==> src/rtl/dilithium_pkg.sv <==
// Shared Dilithium constants, per-level parameters and the secret-vector scheduler types.
package dilithium_pkg;
  localparam int unsigned Q       = 8380417;
  localparam int unsigned N       = 256;
  localparam int unsigned COEFF_W = 23;

  localparam logic [3:0] K_LVL2 = 4'd4, L_LVL2 = 4'd4;
  localparam logic [3:0] K_LVL3 = 4'd6, L_LVL3 = 4'd5;
  localparam logic [3:0] K_LVL5 = 4'd8, L_LVL5 = 4'd7;
  localparam logic [2:0] ETA_LVL2 = 3'd2, ETA_LVL3 = 3'd4, ETA_LVL5 = 3'd2;

  // Write-path latency from coefficient strobe to RAM write
  localparam int WR_STAGES = 1;

  typedef struct packed {
    logic [3:0] k;
    logic [3:0] l;
    logic [2:0] eta;
    logic       legal;
  } lvl_cfg_t;

  typedef enum logic [2:0] {
    S_IDLE, S_LAUNCH, S_COLLECT, S_WAIT_DONE, S_FINISH
  } sched_state_t;

  function automatic lvl_cfg_t decode_level(input logic [2:0] lvl);
    lvl_cfg_t c;
    c = '0;
    case (lvl)
      3'd2: c = '{k: K_LVL2, l: L_LVL2, eta: ETA_LVL2, legal: 1'b1};
      3'd3: c = '{k: K_LVL3, l: L_LVL3, eta: ETA_LVL3, legal: 1'b1};
      3'd5: c = '{k: K_LVL5, l: L_LVL5, eta: ETA_LVL5, legal: 1'b1};
      default: c = '0;
    endcase
    return c;
  endfunction
endpackage

==> src/rtl/eta_to_modq.sv <==
// Maps a raw sampled value x in [0, 2*eta] to the coefficient (eta - x) mod q.
module eta_to_modq #(
  parameter int unsigned Q = dilithium_pkg::Q
) (
  input  logic [3:0]  x,
  input  logic [2:0]  eta,
  output logic [22:0] coeff
);
  localparam logic [22:0] QW = Q[22:0];

  logic [22:0] x_w, eta_w;
  assign x_w   = {19'd0, x};
  assign eta_w = {20'd0, eta};

  always_comb begin
    if (x_w <= eta_w) coeff = eta_w - x_w;
    else              coeff = QW - (x_w - eta_w);
  end
endmodule

==> src/rtl/keygen_s_sched.sv <==
// Walks every s1/s2 polynomial: launches the sampler per row, maps raw samples
// to coefficients mod q and writes them into the secret-polynomial RAM.
module keygen_s_sched
  import dilithium_pkg::*;
#(
  parameter int unsigned Q      = dilithium_pkg::Q,
  parameter int          ADDR_W = 12
) (
  input  logic              clk,
  input  logic              rst_n,
  input  logic              i_start,
  input  logic [2:0]        i_security_level,
  output logic              o_busy,
  output logic              o_done,
  output logic              o_err,
  output logic              o_smp_start,
  output logic [2:0]        o_smp_level,
  output logic [15:0]       o_smp_row,
  input  logic              i_smp_coeff_valid,
  input  logic [3:0]        i_smp_coeff_data,
  input  logic              i_smp_done,
  output logic              o_wr_en,
  output logic [ADDR_W-1:0] o_wr_addr,
  output logic [22:0]       o_wr_data
);
  sched_state_t state_q, state_d;
  lvl_cfg_t     cfg_in;
  logic [2:0]   level_q, eta_q;
  logic [3:0]   poly_q, last_poly_q;
  logic [7:0]   coeff_q;
  logic         err_q;
  logic [22:0]  coeff_map;
  logic [WR_STAGES:0] vld_pipe;

  assign cfg_in = decode_level(i_security_level);

  logic accept, wr_fire, stray, last_coeff;
  assign accept     = (state_q == S_IDLE) && i_start;
  assign wr_fire    = (state_q == S_COLLECT) && i_smp_coeff_valid;
  // Strobes outside COLLECT are dropped but remembered as a protocol error
  assign stray      = i_smp_coeff_valid && ((state_q == S_LAUNCH) || (state_q == S_WAIT_DONE));
  assign last_coeff = (coeff_q == 8'(N - 1));

  eta_to_modq #(.Q(Q)) u_map (.x(i_smp_coeff_data), .eta(eta_q), .coeff(coeff_map));

  always_ff @(posedge clk or negedge rst_n) begin
    if (!rst_n) state_q <= S_IDLE;
    else        state_q <= state_d;
  end

  always_comb begin
    state_d = state_q;
    case (state_q)
      S_IDLE:      if (i_start) state_d = cfg_in.legal ? S_LAUNCH : S_FINISH;
      S_LAUNCH:    state_d = S_COLLECT;
      S_COLLECT:   if (i_smp_coeff_valid && last_coeff) state_d = S_WAIT_DONE;
      // Done is only trusted here, which hides the previous row's stale level
      S_WAIT_DONE: if (i_smp_done) state_d = (poly_q == last_poly_q) ? S_FINISH : S_LAUNCH;
      S_FINISH:    state_d = S_IDLE;
      default:     state_d = S_IDLE;
    endcase
  end

  always_comb begin
    o_busy      = (state_q == S_LAUNCH) || (state_q == S_COLLECT) || (state_q == S_WAIT_DONE);
    o_smp_start = (state_q == S_LAUNCH);
    o_done      = (state_q == S_FINISH);
    o_err       = (state_q == S_FINISH) && err_q;
  end

  always_ff @(posedge clk or negedge rst_n) begin
    if (!rst_n) begin
      level_q     <= '0;
      eta_q       <= '0;
      last_poly_q <= '0;
      poly_q      <= '0;
      coeff_q     <= '0;
      err_q       <= 1'b0;
    end else begin
      if (accept) begin
        level_q     <= i_security_level;
        eta_q       <= cfg_in.eta;
        last_poly_q <= cfg_in.l + cfg_in.k - 4'd1;
        poly_q      <= '0;
        err_q       <= ~cfg_in.legal;
      end
      if (state_q == S_LAUNCH) coeff_q <= '0;
      if (wr_fire)             coeff_q <= coeff_q + 8'd1;
      if ((state_q == S_WAIT_DONE) && i_smp_done && (poly_q != last_poly_q))
        poly_q <= poly_q + 4'd1;
      if (stray) err_q <= 1'b1;
    end
  end

  assign vld_pipe[0] = wr_fire;

  always_ff @(posedge clk or negedge rst_n) begin
    if (!rst_n) begin
      vld_pipe[WR_STAGES:1] <= '0;
      o_wr_addr             <= '0;
      o_wr_data             <= '0;
    end else begin
      vld_pipe[WR_STAGES:1] <= vld_pipe[WR_STAGES-1:0];
      if (wr_fire) begin
        o_wr_addr <= ADDR_W'({poly_q, coeff_q});
        o_wr_data <= coeff_map;
      end
    end
  end

  assign o_wr_en     = vld_pipe[WR_STAGES];
  assign o_smp_level = level_q;
  assign o_smp_row   = {12'd0, poly_q};
endmodule

==> config.mk <==
export PLATFORM = sky130hd
export DESIGN_NAME = keygen_s_sched
export DESIGN_NICKNAME = d
export VERILOG_FILES = /design/src/rtl/dilithium_pkg.sv /design/src/rtl/eta_to_modq.sv /design/src/rtl/keygen_s_sched.sv
export SDC_FILE = /design/constraint.sdc
export NUM_CORES = 1
export LEC_CHECK = 0
export BUFFER_PORTS_ARGS = -buffer_cell sky130_fd_sc_hd__buf_4
export CAP_MARGIN = 30
export CORE_UTILIZATION = 55
export CTS_BUF_LIST = sky130_fd_sc_hd__clkbuf_4 sky130_fd_sc_hd__clkbuf_8 sky130_fd_sc_hd__clkbuf_16
export DETAILED_ROUTE_END_ITERATION = 8
export GPL_TIMING_DRIVEN = 1
export PLACE_DENSITY = 0.81
export SETUP_SLACK_MARGIN = 0.02
export SLEW_MARGIN = 40
export SYNTH_ARGS = -nofsm -noshare
export SYNTH_HDL_FRONTEND = slang
export SYNTH_SLANG_ARGS = --single-unit
export TNS_END_PERCENT = 30
==> constraint.sdc <==
create_clock -name clk -period 3.53 [get_ports clk]
set_clock_uncertainty 0.05 [all_clocks]
set_input_delay 0 -clock clk [delete_from_list [all_inputs] [get_ports clk]]
set_output_delay 0 -clock clk [all_outputs]
set_load 0.1 [all_outputs]
==> metrics.md <==
| Metric | Value |
|---|---|
| DP HPWL | 3.700 mm |
| Outcome | finished, final reports clean |
| Top cell type's share of synthesized area | 0.4613 |
| WL per Instance | 12.55 um |
| RR Endpoint | last_poly_q[0] |
| Crit path max-delay family | simple AND/OR/NAND/NOR gates |
| Arrival time worst endpoint | 2.43 ns |
| Fin Setup TNS | 0 ns |
| Clk root buf | clkbuf_8 |
| Most frequent cells after synthesis | nand2_1 (61), dfrtp_1 (50), buf_4 (23) |
| Ys Warns | 0 |
| H-tree levels | 2 |
| Largest net degree at the start of global routing | 51 |
| Met1 usage | 0.2877 |
| Post-Synth Adder-Cell Area | 0.06550 |
| Die area | 0.005217 mm^2 |
| Simple logic cell fraction of the synthesized area | 0.1891 |
| Compound-Gate Fraction of Synth Area | 0.1393 |
| R2R cell count | 5 |
| Rows | 25 |
| Num CTS Buffers | 5 |
| Total track usage | 0.2095 |
| Main combinational cell family by area after synthesis | simple AND/OR/NAND/NOR gates |
| R2r startpoint | state_q[0] |
| CTS tree | done |
| First-pass GRT wire length | 8.556 mm |
| Clock Sinks | 50 |
| Post-CTS setup buffer count | 0 |
| Register bit total from synthesis | 50 |
| Core ar. | 0.004723 mm^2 |
| Ports | 71 |
| Area Overhead vs Synth | 18.82% |
| Crit-path most repeated cell | nor2_1 |
| Max_cap viols | 0 |
| Remaining antenna violation count after routing | 0 |
| Starting Density | 0.5743 |
| Post-synth EDFFs | 0 |
| Post-layout minimum cycle time | 2.241 ns |
| Inserted Diodes | 0 |
| Period utilization | 0.6349 |
| WHS Path Cells | 3 |
| RSZ-0062 raised after global routing | false |
| Worst path max stage delay | 0.56 ns |
| Layout Nets | 369 |
| FMAX | 446.2 MHz |
| R2R setup slack | 1.29 ns |
| Final setup fails | 0 |
| Cell count after synthesis | 293 |
| Hold worst-path end | o_wr_data[21] |
| Sequential share of the synthesized area | 0.4613 |
| Mux cell area share after synthesis | 0.007841 |
| Routed wire length | 5.159 mm |
| Slew Viols, Final | 0 |
| CTS Hold Bufs | 8 |
| CP startpoint kind | flip-flop |
| Critical path class | reg2reg |
| Most frequent cell after synthesis | nand2_1 |
| Clock buffer depth | 2 |
| Dominant synthesized flop cell | dfrtp_1 |
| Synth Area in XOR/XNOR | 0.03183 |
| Synthesized area per cell | 9.258 um^2 |
| Initial antenna violation count | 0 |
| Req. time, crit path | 3.72 ns |
| Relative slew margins | 0.5924 |
| Worst-path fanout max | 15 |
| DRT iter0 DRCs | 155 |
| Worst-Skew Late Latency | 0.30 ns |
| GRT met3 Usage | 0.04444 |
| GR Util met2 | 0.3427 |
| Max stage delay cell, worst path | dlygate4sd3_1 |
| Worst Setup End Kind | flip-flop |
| Slew @ Worst Pin | 0.6114 ns |
| Post-synthesis cell type count | 48 |
| Die Span X | 72.23 um |
| Drt pass-1 iters | 4 |
| Vias/cell | 5.212 |
| PortBufs | 58 |
| CTS resizes | 0 |
| Synthesized cell area | 0.002713 mm^2 |
| DRC Markers | 0 |
| Vias in the first global route | 1896 |
| HP Start | i_smp_coeff_data[3] |
| Share of cells above drive strength 1 | 0.2209 |
| Grt total ovfl | 0 |
| Post-synth ARST share | 1.000 |
| Chain of cells forming the critical path | nor2_1 > and3_1 > nor2_1 > a31oi_1 > dlygate4sd3_1 |
| Type of the worst min-delay path | in2reg |
| Dominant cells by area after synthesis | dfrtp_1 (46%), nand2_1 (8.4%), buf_4 (6.4%) |
| Yosys top cell by area | dfrtp_1 |
| Worst path buffer plus inverter count | 1 |
| Reg clk slew, reported paths | 0.08 ns |
| Via count | 2142 |
| Busiest grt layer | met2 |
| Final hold vios | 0 |
| Final GP Congestion | 0.8281 |
| Die Y | 72.23 um |
-- tightest hold or removal path, delay by kind of cell --
kind	cells	cell delay, ns
buffers and inverters	1	0.11
AOI/OAI and AO/OA	2	0.20
-- placed cells by master (no fill, tap or decap), types with 3 or more instances in the layout --
cell and instances:
nand3_1 13, nor3_1 5, a21oi_1 6, ha_1 11, o31ai_1 6, and3_1 4
o21ai_0 6, xor2_1 5, inv_2 3, inv_1 13, nor2_1 16, a31oi_1 5
a21o_1 4, conb_1 12, o21ai_1 12, nand2_1 61, buf_4 59, clkbuf_8 5
xnor2_1 3, nand4_1 5, dfrtp_1 50, dlygate4sd3_1 8
-- cell families after synthesis --
group           Yosys count
simple gates            114
flops                    50
xor+xnor                  9
buf+inv                  50
mux                       2
fa+ha+maj                13
other cells               1
compound gates           54
-- state kept, by name (all words and copies together) (netlist names) --
name / count
o_wr_data: 12
eta_q: 2
last_poly_q: 4
coeff_q: 8
o_wr_en: 1
err_q: 1
o_smp_level: 3
poly_q: 4
state_q: 3
o_wr_addr: 12
-- per-stage QoR --
stage               cell area (um^2)  hold WS (ns)  instances  utilization  worst slack, ns
floorplan                       2754       -0.3456        304            -           0.8407
global placement                3059       0.01747        396       0.6477            1.404
detailed placement              3059       0.01147        396       0.6477            1.315
CTS                             3223      0.002671        411       0.6824            1.296
global route                    3223       0.03273        411       0.6824            1.120
finish                          3223      0.007503        411       0.6824            1.289
-- area by class of cell --
cell class | count | area [um^2]
well taps | 67 | 83.83
fillers | 392 | 1500
multi-input cells | 204 | 1221
clock buffers | 7 | 83.83
repair buffers | 67 | 523.0
inverters | 16 | 60.06
flip-flops and latches | 50 | 1251
-- how the worst max path moves through the flow --
stage / from / depth (start not counted) / end
2_1_floorplan: state_q[0] / 2 / o_done
6_report: state_q[0] / 5 / last_poly_q[0]
3_5_place_dp: eta_q[1] / 7 / o_wr_data[11]
4_1_cts: eta_q[1] / 7 / o_wr_data[11]
3_3_place_gp: eta_q[1] / 7 / o_wr_data[11]
5_1_grt: state_q[0] / 5 / last_poly_q[0]
-- layer usage --
metal | up-vias | part of all wire | routed length, um
met1 | 1025 | 0.46 | 2364
met3 | 5 | 0.041 | 214
met5 | - | 0 | 0
met2 | 54 | 0.49 | 2548
met4 | 0 | 0.0062 | 32
li1 | 1058 | - | -
Power is not shown: default switching activity piles up to over one toggle a cycle in this logic, so the estimate is an artifact.
